File: src/rtl/mem_port_arbiter.sv
// mem_port_arbiter: shares one memory port between two requesters, with independent
// round-robin read and write arbitration, each grant held for a whole transaction.
module mem_port_arbiter #(
    parameter int ADDR_WDTH = 4,
    parameter int DATA_WDTH = 32,
    parameter int RESP_WDTH = 1
) (
    input  logic                 clk,
    input  logic                 rst,
    input  logic                 m0_ar_valid,
    input  logic [ADDR_WDTH-1:0] m0_ar_address,
    output logic                 m0_ar_ready,
    output logic                 m0_r_valid,
    output logic [DATA_WDTH-1:0] m0_r_data,
    output logic [RESP_WDTH-1:0] m0_r_resp,
    input  logic                 m0_r_ready,
    input  logic                 m0_aw_valid,
    input  logic [ADDR_WDTH-1:0] m0_aw_address,
    output logic                 m0_aw_ready,
    input  logic                 m0_w_valid,
    input  logic [DATA_WDTH-1:0] m0_w_data,
    output logic                 m0_w_ready,
    output logic                 m0_b_valid,
    output logic [RESP_WDTH-1:0] m0_b_resp,
    input  logic                 m0_b_ready,
    input  logic                 m1_ar_valid,
    input  logic [ADDR_WDTH-1:0] m1_ar_address,
    output logic                 m1_ar_ready,
    output logic                 m1_r_valid,
    output logic [DATA_WDTH-1:0] m1_r_data,
    output logic [RESP_WDTH-1:0] m1_r_resp,
    input  logic                 m1_r_ready,
    input  logic                 m1_aw_valid,
    input  logic [ADDR_WDTH-1:0] m1_aw_address,
    output logic                 m1_aw_ready,
    input  logic                 m1_w_valid,
    input  logic [DATA_WDTH-1:0] m1_w_data,
    output logic                 m1_w_ready,
    output logic                 m1_b_valid,
    output logic [RESP_WDTH-1:0] m1_b_resp,
    input  logic                 m1_b_ready,
    output logic                 s_ar_valid,
    output logic [ADDR_WDTH-1:0] s_ar_address,
    input  logic                 s_ar_ready,
    input  logic                 s_r_valid,
    input  logic [DATA_WDTH-1:0] s_r_data,
    input  logic [RESP_WDTH-1:0] s_r_resp,
    output logic                 s_r_ready,
    output logic                 s_aw_valid,
    output logic [ADDR_WDTH-1:0] s_aw_address,
    input  logic                 s_aw_ready,
    output logic                 s_w_valid,
    output logic [DATA_WDTH-1:0] s_w_data,
    input  logic                 s_w_ready,
    input  logic                 s_b_valid,
    input  logic [RESP_WDTH-1:0] s_b_resp,
    output logic                 s_b_ready,
    output logic [1:0]           rd_grant,
    output logic [1:0]           wr_grant
);
    typedef enum logic [1:0] {RD_IDLE, RD_ADDR, RD_DATA} rd_state_t;
    typedef enum logic [1:0] {WR_IDLE, WR_XFER, WR_RESP} wr_state_t;
    rd_state_t rd_state, rd_state_n;
    wr_state_t wr_state, wr_state_n;
    logic rd_owner, rd_owner_n, rd_last, rd_last_n;
    logic wr_owner, wr_owner_n, wr_last, wr_last_n;
    logic aw_done, aw_done_n, w_done, w_done_n;

    always_ff @(posedge clk) begin
        if (rst) begin
            rd_state <= RD_IDLE;
            wr_state <= WR_IDLE;
            rd_owner <= 1'b0;
            wr_owner <= 1'b0;
            rd_last  <= 1'b1;
            wr_last  <= 1'b1;
            aw_done  <= 1'b0;
            w_done   <= 1'b0;
        end else begin
            rd_state <= rd_state_n;
            wr_state <= wr_state_n;
            rd_owner <= rd_owner_n;
            wr_owner <= wr_owner_n;
            rd_last  <= rd_last_n;
            wr_last  <= wr_last_n;
            aw_done  <= aw_done_n;
            w_done   <= w_done_n;
        end
    end

    // Owner 1 wins only when m0 is absent or m0 was the last one served.
    always_comb begin
        rd_state_n   = rd_state;
        rd_owner_n   = rd_owner;
        rd_last_n    = rd_last;
        rd_grant     = 2'b00;
        s_ar_valid   = 1'b0;
        s_ar_address = '0;
        s_r_ready    = 1'b0;
        m0_ar_ready  = 1'b0;
        m1_ar_ready  = 1'b0;
        m0_r_valid   = 1'b0;
        m1_r_valid   = 1'b0;
        m0_r_data    = '0;
        m1_r_data    = '0;
        m0_r_resp    = '0;
        m1_r_resp    = '0;
        case (rd_state)
            RD_IDLE: begin
                if (m0_ar_valid || m1_ar_valid) begin
                    rd_owner_n = m1_ar_valid && (!m0_ar_valid || !rd_last);
                    rd_state_n = RD_ADDR;
                end
            end
            RD_ADDR: begin
                rd_grant     = rd_owner ? 2'b10 : 2'b01;
                s_ar_valid   = rd_owner ? m1_ar_valid : m0_ar_valid;
                s_ar_address = rd_owner ? m1_ar_address : m0_ar_address;
                m0_ar_ready  = !rd_owner && s_ar_ready;
                m1_ar_ready  = rd_owner && s_ar_ready;
                if (s_ar_valid && s_ar_ready) rd_state_n = RD_DATA;
            end
            RD_DATA: begin
                rd_grant   = rd_owner ? 2'b10 : 2'b01;
                s_r_ready  = rd_owner ? m1_r_ready : m0_r_ready;
                m0_r_valid = !rd_owner && s_r_valid;
                m1_r_valid = rd_owner && s_r_valid;
                m0_r_data  = rd_owner ? '0 : s_r_data;
                m1_r_data  = rd_owner ? s_r_data : '0;
                m0_r_resp  = rd_owner ? '0 : s_r_resp;
                m1_r_resp  = rd_owner ? s_r_resp : '0;
                if (s_r_valid && s_r_ready) begin
                    rd_last_n  = rd_owner;
                    rd_state_n = RD_IDLE;
                end
            end
            default: rd_state_n = RD_IDLE;
        endcase
    end

    // aw and w complete in any order; a finished channel is masked until the response.
    always_comb begin
        wr_state_n   = wr_state;
        wr_owner_n   = wr_owner;
        wr_last_n    = wr_last;
        aw_done_n    = aw_done;
        w_done_n     = w_done;
        wr_grant     = 2'b00;
        s_aw_valid   = 1'b0;
        s_aw_address = '0;
        s_w_valid    = 1'b0;
        s_w_data     = '0;
        s_b_ready    = 1'b0;
        m0_aw_ready  = 1'b0;
        m1_aw_ready  = 1'b0;
        m0_w_ready   = 1'b0;
        m1_w_ready   = 1'b0;
        m0_b_valid   = 1'b0;
        m1_b_valid   = 1'b0;
        m0_b_resp    = '0;
        m1_b_resp    = '0;
        case (wr_state)
            WR_IDLE: begin
                if (m0_aw_valid || m1_aw_valid) begin
                    wr_owner_n = m1_aw_valid && (!m0_aw_valid || !wr_last);
                    wr_state_n = WR_XFER;
                end
            end
            WR_XFER: begin
                wr_grant     = wr_owner ? 2'b10 : 2'b01;
                s_aw_valid   = !aw_done && (wr_owner ? m1_aw_valid : m0_aw_valid);
                s_aw_address = aw_done ? '0 : (wr_owner ? m1_aw_address : m0_aw_address);
                s_w_valid    = !w_done && (wr_owner ? m1_w_valid : m0_w_valid);
                s_w_data     = w_done ? '0 : (wr_owner ? m1_w_data : m0_w_data);
                m0_aw_ready  = !wr_owner && !aw_done && s_aw_ready;
                m1_aw_ready  = wr_owner && !aw_done && s_aw_ready;
                m0_w_ready   = !wr_owner && !w_done && s_w_ready;
                m1_w_ready   = wr_owner && !w_done && s_w_ready;
                aw_done_n    = aw_done || (s_aw_valid && s_aw_ready);
                w_done_n     = w_done || (s_w_valid && s_w_ready);
                if (aw_done_n && w_done_n) wr_state_n = WR_RESP;
            end
            WR_RESP: begin
                wr_grant   = wr_owner ? 2'b10 : 2'b01;
                s_b_ready  = wr_owner ? m1_b_ready : m0_b_ready;
                m0_b_valid = !wr_owner && s_b_valid;
                m1_b_valid = wr_owner && s_b_valid;
                m0_b_resp  = wr_owner ? '0 : s_b_resp;
                m1_b_resp  = wr_owner ? s_b_resp : '0;
                if (s_b_valid && s_b_ready) begin
                    aw_done_n  = 1'b0;
                    w_done_n   = 1'b0;
                    wr_last_n  = wr_owner;
                    wr_state_n = WR_IDLE;
                end
            end
            default: wr_state_n = WR_IDLE;
        endcase
    end
endmodule

File: config.mk
export PLATFORM = sky130hd
export DESIGN_NAME = mem_port_arbiter
export DESIGN_NICKNAME = d
export VERILOG_FILES = /design/src/rtl/mem_port_arbiter.sv
export SDC_FILE = /design/constraint.sdc
export NUM_CORES = 1
export LEC_CHECK = 0
export ABC_AREA = 1
export CAP_MARGIN = 0
export CORE_AREA = 2 2 100 102
export DETAILED_ROUTE_END_ITERATION = 7
export DIE_AREA = 0 0 102 104
export PLACE_DENSITY_LB_ADDON = 0.15
export SYNTH_ARGS = -nofsm -noshare
export SYNTH_HDL_FRONTEND = slang
export SYNTH_SLANG_ARGS = --single-unit
File: constraint.sdc
create_clock -name clk -period 1.4 [get_ports clk]
set_input_delay 0.28 -clock clk [delete_from_list [all_inputs] [get_ports clk]]
set_output_delay 0.28 -clock clk [all_outputs]
set_load 0.01 [all_outputs]
**Word-level counts from Yosys, hierarchy flattened**

Cells that the tools add are included.

- Logic and storage cells: 123
- Flip-flop bits (word level): 10
- Bits of input ports: 131

- Multiplexer cells: 55
- Reduce and logical (&&, ||, !) cells: 50
- Eq/ne operators: 10

Operator list:

| kind | number |
|---|---|
| two-way mux 32 bit | 7 |
| two-way mux 1 bit | 29 |
| logical AND 1 bit | 24 |
| two-way mux 2 bit | 10 |
| two-way mux 4 bit | 5 |
| inequality test 2 bit (second input constant) | 6 |
| one-hot mux 2 bit (3 select lines) | 2 |
| AND reduction 2 bit | 5 |
| logical NOT 1 bit | 8 |
| logical OR 1 bit | 6 |
| AND reduction 3 bit | 2 |
| equality test 2 x 1 -> 1 bit (second input constant) | 2 |
| equality test 2 bit (second input constant) | 2 |
| logical NOT 2 bit | 2 |
| one-hot mux 1 bit (2 select lines) | 2 |
| OR reduction 2 bit | 2 |
| nonzero test 2 bit | 1 |

**Logic depth before layout (Yosys ltp)**

Gate-level depths: netlist of run 1.

- Word-level depth: 7
- Mapped depth: 10
- Mapped depth without buffers: 10

**Least setup slack after synthesis of run 1**

OpenSTA, ideal clock, no wires.

- Kind: reg-to-output
- Start point: register wr_state[1]
- End point: output port m1_aw_ready
- Cell stages (with the launch flop): 6
- Data arrival time: 1.254 ns
- Slack: -0.134 ns
- Cells stage by stage: dfxtp_1 inv_1 ha_1 clkinv_1 clkbuf_1 nor3_1

- Longest elaborated chain between the ends: 2

Ends and longest elaborated chain:

| what | RTL line | source |
|---|---|---|
| start, declared | 64 | `wr_state_t wr_state, wr_state_n;` |
| start signal, assigned | 81 | `wr_state <= wr_state_n;` |
| equality test 2 x 1 -> 1 bit | 162 | `case (wr_state)` |
| two-way mux 1 bit | 162 |  |
| end, declared | 35 | `output logic m1_aw_ready,` |

No other way between the ends.

**Worst setup path after layout of run 1**

- Start point: register rd_state[0]
- End point: output port m0_r_data[18]

- Longest elaborated chain between the ends: 2

Ends and longest elaborated chain:

| what | RTL line | source |
|---|---|---|
| start, declared | 63 | `rd_state_t rd_state, rd_state_n;` |
| start signal, assigned | 80 | `rd_state <= rd_state_n;` |
| equality test 2 bit | 108 | `case (rd_state)` |
| two-way mux 32 bit | 108 |  |
| end, declared | 14 | `output logic [DATA_WDTH-1:0] m0_r_data,` |

No other way between the ends.

==> flow_summary.ini, run 1 <==
[routing]
drcViolationCount = 0
viasPerCell = 4.54
wl_per_cell_um = 17.1
ant_nets = 0
vias = 3622
drtIter0Drc = 117
drt-total-wl_um = 13600
drtPass1Iterations = 6

[finish]
layout_commonest_cell = clkdlybuf4s50_1
drive_above_1_share_pct = 64.0
nFillCells = 756
diodes = 0
most-common-layout-cells = clkdlybuf4s50_1, buf_6, nor2_4
syn_to_final_growth_pct = 281
layout.nets = 803

[global_routing]
grt_pass1_wl_um = 17900
grt_max_degree = 18
antenna_found_initial = 0
grt_pass1_vias = 3588
grt_overflow = 0
gr-usage-all-layers_pct = 21.2

[clocking]
cts_hold_buf = 0
cts_tree = built
clk_path_buf_depth = 2
worstSkewPairLatency_ns = 0.24
cts-root-buf = clkbuf_8
htree_levels = 1
numCtsBuffers = 3
clkTransAtPathRegs_ns = 0.05
cts_sinks = 10

[critical_path]
cp-start-kind = flip-flop
critPathArrivalTime_ns = 1.43
path_cells = inv_2 -> ha_4 -> nand2_8 -> buf_12 -> nor2_1 -> buf_2
required_ns = 1.12
critical-path-top-delay-family = buffers and inverters
crit_slowest_cell = dfxtp_2
slowest_delay_ns = 0.32
path_buf_inv = 3
cp_max_fo = 9
criticalPathCategory = flip-flop to output pin
endpoint_kind = output pin

[timing]
hold_viol_final = 0
rsz0062_at_grt = yes
timing.final.crit_period_ns = 1.71
relSlewSlack_pct = 82.1
clock_skew_ns = 0.00478
finalSetupViolations = 131
worst_slack_ns = -0.306
slew_viol_final = 0
fmax_mhz = 586
worstMarginPinSlew_ns = 0.269
finalCritPeriodShare_pct = 122
whs_ns = 0.492

[placement]
hpwl_um = 8680
port-buffer-count = 257
place.gp.congestion = 0.882

[pwr]
power.share.switching_pct = 45.1
power_density_nw_per_um2 = 1150
power_frac_clock_pct = 4.2
power.switching_mw = 3.42
power.total_mw = 7.57
p_seq_share_pct = 6.2
ir_worst_vdd_mv = 0.710
p_comb_share_pct = 89.6
p_int_mw = 4.15
leakagePower_nw = 2.94

[floorplan]
core_area_um2 = 9550
die_height_um = 104
row_count = 36
start_util_pct = 18.0
io_pins = 258
dieArea_um2 = 10600
die_x_um = 102

[synth]
synth_adder_area_share_pct = 4.36
synth_top_cell_area_share_pct = 24.8
synth_nets = 471
ys_ff_latch = 10
avgSynthCellArea_um2 = 5.16
synth_compound_area_share_pct = 23.2
synthesis.area_um2 = 1720
synth_mux_area_share_pct = 0
synth_top_family_by_area = simple AND/OR/NAND/NOR gates
yosysWarnings = 0
synth_cell_types = 22
synthCells = 334
synth_area_leaders = nor2_1, a22oi_1, inv_1
synth_xor_area_share_pct = 0
yosysSeqAreaShare_pct = 11.6
yosysTopAreaCell = nor2_1
synthSimpleGateAreaFrac_pct = 41.9

[hold_path]
min_path_type = flip-flop to flip-flop

[status]
violations = setup timing
status = finished with violations

[job]
max_cap_violations = 0
-- power groups by stage --
stage | logic (mW) | clock network, mW | registers, mW
6_report | 6.78 | 0.318 | 0.472
3_5_place_dp | 4.10 | 0 | 0.420
5_1_grt | 7.18 | 0.333 | 0.484
2_1_floorplan | 1.76 | 0 | 0.411
3_3_place_gp | 4.08 | 0 | 0.418
4_1_cts | 5.16 | 0.306 | 0.460
-- logic make-up after synthesis --
family,count (synthesis)
simple gates,184
buf+inv,77
compound gates,57
flops,10
fa+ha+maj,6
-- final timing paths --
| path | slack, ns | depth (start not counted) | start | end |
|---|---|---|---|---|
| setup / recovery | -0.31 | 6 | rd_state[0]$_SDFFE_PP0P_ | m0_r_data[18] |
| hold / removal | 0.49 | 2 | rd_last$_SDFFE_PP1P_ | rd_last$_SDFFE_PP1P_ |
| setup reg to reg | -0.19 | 12 | wr_owner$_SDFFE_PP0P_ | wr_state[0]$_SDFFE_PP0P_ |
| hold reg to reg | 0.49 | 2 | rd_last$_SDFFE_PP1P_ | rd_last$_SDFFE_PP1P_ |
-- timing repair --
| item | 4_1_cts | 5_1_grt |
|---|---|---|
| pin swaps | 25 | 53 |
| setup endpoints to repair | 133 | 134 |
| gates cloned | 11 | 7 |
| gates resized for setup | 643 | 303 |
| setup buffers | 22 | 11 |
-- per-layer routing --
metal | vias up | part of all wire (%) | global-route usage (%)
met5 | - | 0 | 0
met4 | 0 | 4.6 | 8.48
met3 | 43 | 7.6 | 4.50
met2 | 184 | 55 | 41.5
met1 | 1670 | 32 | 20.7
li1 | 1725 | - | -
-- worst min-delay path, cell delays in order (launching register included) --
cell	delay [ns]
dfxtp_1	0.34
nand2_1	0.06
o211ai_1	0.06
-- layout make-up --
| class | count | area [µm²] | area share (%) |
|---|---|---|---|
| Inverter | 59 | 274 | 4.18 |
| Sequential cell | 10 | 220 | 3.36 |
| Multi-Input combinational cell | 247 | 2310 | 35.2 |
| Tap cell | 133 | 166 | 2.54 |
| Clock buffer | 3 | 41.3 | 0.629 |
| Timing Repair Buffer | 344 | 3540 | 54.0 |
| Timing Repair inverter | 1 | 11.3 | 0.172 |
-- synthesized netlist by cell type --
master and number:
o211ai_1 2, nor2_1 114, nor3_1 9, inv_2 3, buf_6 3, nand2_2 1
a21boi_2 1, o21ai_0 4, nand2_1 50, buf_4 2, ha_1 6, clkinv_1 1
a21oi_1 12, buf_2 6, nand4_1 2, a22oi_1 36, nor4_1 2, inv_1 55
clkbuf_1 7, o2111a_1 2, nand3_1 6, dfxtp_1 10
-- registers in the layout (all words and copies together), names as in the netlist --
signal / cells
aw_done: 1
wr_state: 2
wr_last: 1
wr_owner: 1
rd_owner: 1
rd_state: 2
w_done: 1
rd_last: 1
-- metrics by stage --
step / utilization (%) / cell area, µm² / cells / TNS [ns] / setup WS, ns
after floorplan: - / 1750 / 334 / -1.18 / -0.0393
after global placement: 50.1 / 4780 / 749 / -53.01 / -0.510
after detailed placement: 50.1 / 4780 / 749 / -55.53 / -0.525
after CTS: 55.7 / 5320 / 784 / -27.45 / -0.299
after global routing: 68.7 / 6560 / 797 / -37.66 / -0.369
final: 68.7 / 6560 / 797 / -30.29 / -0.306
Power figures use the tool's default switching activity.
==> inputs of run 2 (changes only) <==
SKIP_CTS_REPAIR_TIMING = 1   (was default)
==> run 2 against run 1 <==
  * The flow still finishes with violations (setup timing)
  * Register-to-register slack better by 0.16 ns
  * Core utilization down 16 points
  * Flip-flop and latch count unchanged
  * Wire length fell by 17%
  * Sequential power about the same
  * Final cell count down 3.6%
  * Maximum frequency grew 5.5%
  * Global-route usage is 3.7 points lower
  * First-iteration DRC count down 14%
  * Sequential share of layout area is 1.0 points higher
  * Largest cell class unchanged
  * Hold slack worse by 0.011 ns
  * Setup slack better by 0.089 ns
==> flow_summary.ini, run 2 (same netlist as run 1, synthesis figures left out) <==
[critical_path]
rr_worst_depth = 11
endpoint_kind = output pin
r2r_end = wr_state[0]$_SDFFE_PP0P_
criticalPathCategory = flip-flop to output pin
required_ns = 1.12
rrSetupSlack_ns = -0.03
critPathArrivalTime_ns = 1.34
cp_max_fo = 7
r2r-start = wr_owner$_SDFFE_PP0P_
cp-start-kind = flip-flop

[timing]
slew_viol_final = 0
finalSetupViolations = 127
timing.final.crit_period_ns = 1.62
fmax_mhz = 619
relSlewSlack_pct = 84.6
clock_skew_ns = 0.00123
rsz0062_at_grt = yes
whs_ns = 0.481
worstMarginPinSlew_ns = 0.230
hold_viol_final = 0
finalCritPeriodShare_pct = 115
worst_slack_ns = -0.217

[placement]
hpwl_um = 8680
port-buffer-count = 257
dp.cells = 749
place.gp.congestion = 0.882

[routing]
drcViolationCount = 0
wl_per_cell_um = 14.7
viasPerCell = 4.33
vias = 3323
drtPass1Iterations = 4
ant_nets = 0
drt-total-wl_um = 11300
drtIter0Drc = 101

[pwr]
power.share.switching_pct = 46.7
ir_worst_vdd_mv = 0.505
p_comb_share_pct = 85.7
p_int_mw = 2.90
power_density_nw_per_um2 = 1080
power.total_mw = 5.44
power.switching_mw = 2.54
p_seq_share_pct = 8.7
leakagePower_nw = 2.63
power_frac_clock_pct = 5.6

[global_routing]
antenna_found_initial = 0
grt_overflow = 0
grt_max_degree = 35
gr-usage-all-layers_pct = 17.5
grt_pass1_vias = 3084
grt_pass1_wl_um = 14900

[clocking]
clkTransAtPathRegs_ns = 0.05
cts_sinks = 10
cts_tree = built
clk_path_buf_depth = 2
htree_levels = 1
numCtsBuffers = 3
worstSkewPairLatency_ns = 0.24
cts-root-buf = clkbuf_8

[hold_path]
hold_start = m1_ar_valid
hold_depth = 5
min_path_type = input port to flip-flop
hold_path_end = rd_owner$_SDFFE_PP0P_

[status]
violations = setup timing
status = finished with violations

[finish]
diodes = 0
layout_commonest_cell = clkdlybuf4s50_1
most-common-layout-cells = clkdlybuf4s50_1, buf_2, nor2_1
fin_cells = 768
drive_above_1_share_pct = 47.1
nFillCells = 975
layout.nets = 774
reg_top3 = rd_state (2), wr_state (2)
syn_to_final_growth_pct = 193

[floorplan]
die_x_um = 102
die_height_um = 104
dieArea_um2 = 10600
core_area_um2 = 9550
start_util_pct = 18.0
row_count = 36
io_pins = 258

[job]
max_cap_violations = 0
run 2: changes by cell type in the layout (fill, tap and decap cells not counted), moves of 10 or more:
cell and delta:
a22oi_1 +22, a22oi_2 -22, buf_16 -10, buf_2 +44, buf_6 -72, clkbuf_2 +15
nor2_1 +68, nor2_4 -61
run 2: power by group through the flow:
stage                     clock [mW]  combinational [mW]  sequential (mW)
after floorplan                    0                1.76            0.411
after global placement             0                4.08            0.418
after detailed placement           0                4.10            0.420
after CTS                      0.307                4.12            0.415
after global routing           0.325                5.05            0.484
final                          0.305                4.67            0.474
run 2: worst max-delay path by stage:
stage / from / to / slack (ns)
after floorplan: rd_state[0]$_SDFFE_PP0P_ / m0_r_data[0] / -0.04
after global placement: m1_aw_valid / s_aw_valid / -0.51
after detailed placement: s_w_ready / m0_w_ready / -0.53
after CTS: wr_state[1]$_SDFFE_PP0P_ / s_w_data[20] / -0.78
after global routing: rd_state[0]$_SDFFE_PP0P_ / m0_r_data[23] / -0.28
final: w_done$_SDFFE_PP0P_ / s_w_data[20] / -0.22
run 2: final cells by class:
cell class	count	area, µm²	area share (%)
multi-input combinational	247	1680	33.3
timing repair buffer	316	2660	52.7
clock buffer	3	41.3	0.818
tap	133	166	3.30
inverter	59	274	5.43
sequential	10	220	4.36
run 2: worst max-delay path, cell delays in order (launching register included):
cell	delay [ns]
dfxtp_4	0.39
inv_4	0.05
nand2_4	0.10
inv_8	0.05
clkbuf_16	0.16
a22oi_2	0.16
nor2_2	0.06
buf_2	0.14
run 2: metal layers:
| layer | up-vias | routed length (µm) | track usage, % |
|---|---|---|---|
| li1 | 1663 | - | - |
| met1 | 1486 | 4010 | 17.7 |
| met2 | 152 | 6090 | 33.8 |
| met3 | 22 | 855 | 4.03 |
| met4 | 0 | 347 | 5.90 |
| met5 | - | 0 | 0 |
run 2: stage by stage:
stage          area [µm²]  util (%)  TNS [ns]  setup WS (ns)
5_1_grt              5050      52.8    -26.96         -0.280
2_1_floorplan        1750         -     -1.18        -0.0393
3_5_place_dp         4780      50.1    -55.53         -0.525
3_3_place_gp         4780      50.1    -53.01         -0.510
6_report             5050      52.8    -18.06         -0.217
4_1_cts              4820      50.5    -85.94         -0.777
==> inputs of run 3 (changes only) <==
CELL_PAD_IN_SITES_DETAIL_PLACEMENT = 1   (was default)
CELL_PAD_IN_SITES_GLOBAL_PLACEMENT = 1   (was default)
CORE_AREA = default   (was 2 2 100 102)
CORE_ASPECT_RATIO = 1.25   (was default)
CORE_UTILIZATION = 11   (was default)
DIE_AREA = default   (was 0 0 102 104)
==> run 3 against run 2 <==
  * The run still ends with setup timing left
  * Setup slack worse by 0.070 ns
  * Final cell count is 12% higher
  * Total power is 23% higher
  * Via count is 7.2% higher
  * Register-to-register slack hardly changed
  * Non-clock buffer count is 18 higher
  * Die area is 52% higher
  * Largest cell class unchanged
==> flow_summary.ini, run 3 (same netlist as run 1, synthesis figures left out) <==
[status]
status = finished with violations
violations = setup timing

[finish]
layout.nets = 792
drive_above_1_share_pct = 57.6
layout_commonest_cell = clkdlybuf4s50_1
diodes = 0
most-common-layout-cells = clkdlybuf4s50_1, buf_2, buf_6
reg_top3 = rd_state (2), wr_state (2)
finalInstanceArea_um2 = 6150
fin_util_pct = 40.6
syn_to_final_growth_pct = 257

[floorplan]
row_count = 50
io_pins = 258
start_util_pct = 11.4
core_area_um2 = 15100
dieArea_um2 = 16200
die_height_um = 142
die_x_um = 114

[routing]
ant_nets = 0
drcViolationCount = 0
drtIter0Drc = 47
wl_per_cell_um = 16.1
drt-total-wl_um = 13800
vias = 3563
viasPerCell = 4.13
drtPass1Iterations = 4

[critical_path]
required_ns = 1.12
cp_max_fo = 8
cp-start-kind = flip-flop
path_cells = inv_2 -> ha_4 -> nand2_8 -> clkbuf_16 -> nor2_4 -> buf_6
slowest_delay_ns = 0.32
criticalPathCategory = flip-flop to output pin
critPathArrivalTime_ns = 1.41
path_buf_inv = 3
endpoint_kind = output pin
critical-path-top-delay-family = buffers and inverters
crit_slowest_cell = dfxtp_2

[pwr]
leakagePower_nw = 2.81
p_comb_share_pct = 84.0
p_int_mw = 3.68
p_seq_share_pct = 7.3
power.switching_mw = 3.02
power.share.switching_pct = 45.1
power_frac_clock_pct = 8.7
power_density_nw_per_um2 = 1090
ir_worst_vdd_mv = 0.483

[clocking]
clkTransAtPathRegs_ns = 0.05
clk_path_buf_depth = 2
cts_tree = built
cts_sinks = 10
numCtsBuffers = 3
htree_levels = 1
worstSkewPairLatency_ns = 0.25
cts-root-buf = clkbuf_16

[placement]
port-buffer-count = 257
post-place-ws_ns = -0.590
hpwl_um = 10100
place.gp.congestion = 0.760
placedInstanceArea_um2 = 4910

[global_routing]
grt_pass1_wl_um = 17400
gr-usage-all-layers_pct = 13.6
grt_overflow = 0
grt_pass1_vias = 3397
antenna_found_initial = 0
grt_max_degree = 35

[timing]
fmax_mhz = 593
fin_setup_tns_ns = -27.77
relSlewSlack_pct = 83.7
worstMarginPinSlew_ns = 0.242
clock_skew_ns = 0.0101
finalSetupViolations = 128
timing.final.crit_period_ns = 1.69
whs_ns = 0.485
rsz0062_at_grt = yes
slew_viol_final = 0
worst_slack_ns = -0.286
hold_viol_final = 0
finalCritPeriodShare_pct = 120

[job]
max_cap_violations = 0

[hold_path]
min_path_type = flip-flop to flip-flop
-- run 3: cell types whose count changed in the layout (fill, tap and decap cells not counted), sizes merged --
cell	previous run	this run
buf	165	193
clkbuf	23	15
clkdlybuf4s50	129	128
clkinv	1	2
inv	58	57
-- run 3: per-layer routing --
layer	track usage, %	up-vias	share of wire [%]
met5	0	-	0
met4	3.08	0	1.5
met3	3.59	13	9.2
met2	26.8	192	56
met1	14.0	1657	33
li1	-	1701	-
-- run 3: power groups by stage --
stage | logic (mW) | clock network [mW] | registers (mW)
2_1_floorplan | 1.76 | 0 | 0.411
3_3_place_gp | 4.23 | 0 | 0.426
3_5_place_dp | 4.27 | 0 | 0.435
4_1_cts | 4.30 | 0.598 | 0.430
5_1_grt | 6.02 | 0.615 | 0.496
6_report | 5.63 | 0.584 | 0.487
-- run 3: worst paths after layout --
| check | start | endpoint | slack (ns) | cells past startpoint |
|---|---|---|---|---|
| min reg2reg | wr_last$_SDFFE_PP1P_ | wr_last$_SDFFE_PP1P_ | 0.48 | 2 |
| max reg2reg | wr_owner$_SDFFE_PP0P_ | wr_state[0]$_SDFFE_PP0P_ | -0.02 | 12 |
| min | wr_last$_SDFFE_PP1P_ | wr_last$_SDFFE_PP1P_ | 0.48 | 2 |
| max | rd_state[0]$_SDFFE_PP0P_ | m0_r_data[29] | -0.29 | 6 |
-- run 3: per-stage QoR --
stage / power, mW / instances
3_5_place_dp: 4.71 / 829
6_report: 6.70 / 862
4_1_cts: 5.33 / 833
2_1_floorplan: 2.17 / 334
3_3_place_gp: 4.65 / 829
5_1_grt: 7.13 / 862
-- run 3: cell type report --
class,count,area [µm²]
timing repair buffer,334,3210
tap,208,260
inverter,59,277
multi-input combinational,247,2080
clock buffer,4,88.8
fill,1847,8990
sequential,10,223
-- run 3: worst reg2reg max path, stage by stage, from the launching register on --
cell,delay (ns)
dfxtp_4,0.43
buf_6,0.15
clkinv_8,0.07
nand2_4,0.06
nand2_4,0.05
buf_4,0.13
nand3_2,0.05
nand2_2,0.07
nand2_2,0.08
nand2_4,0.07
nand3_2,0.05
nand2_1,0.05
nor2_1,0.11
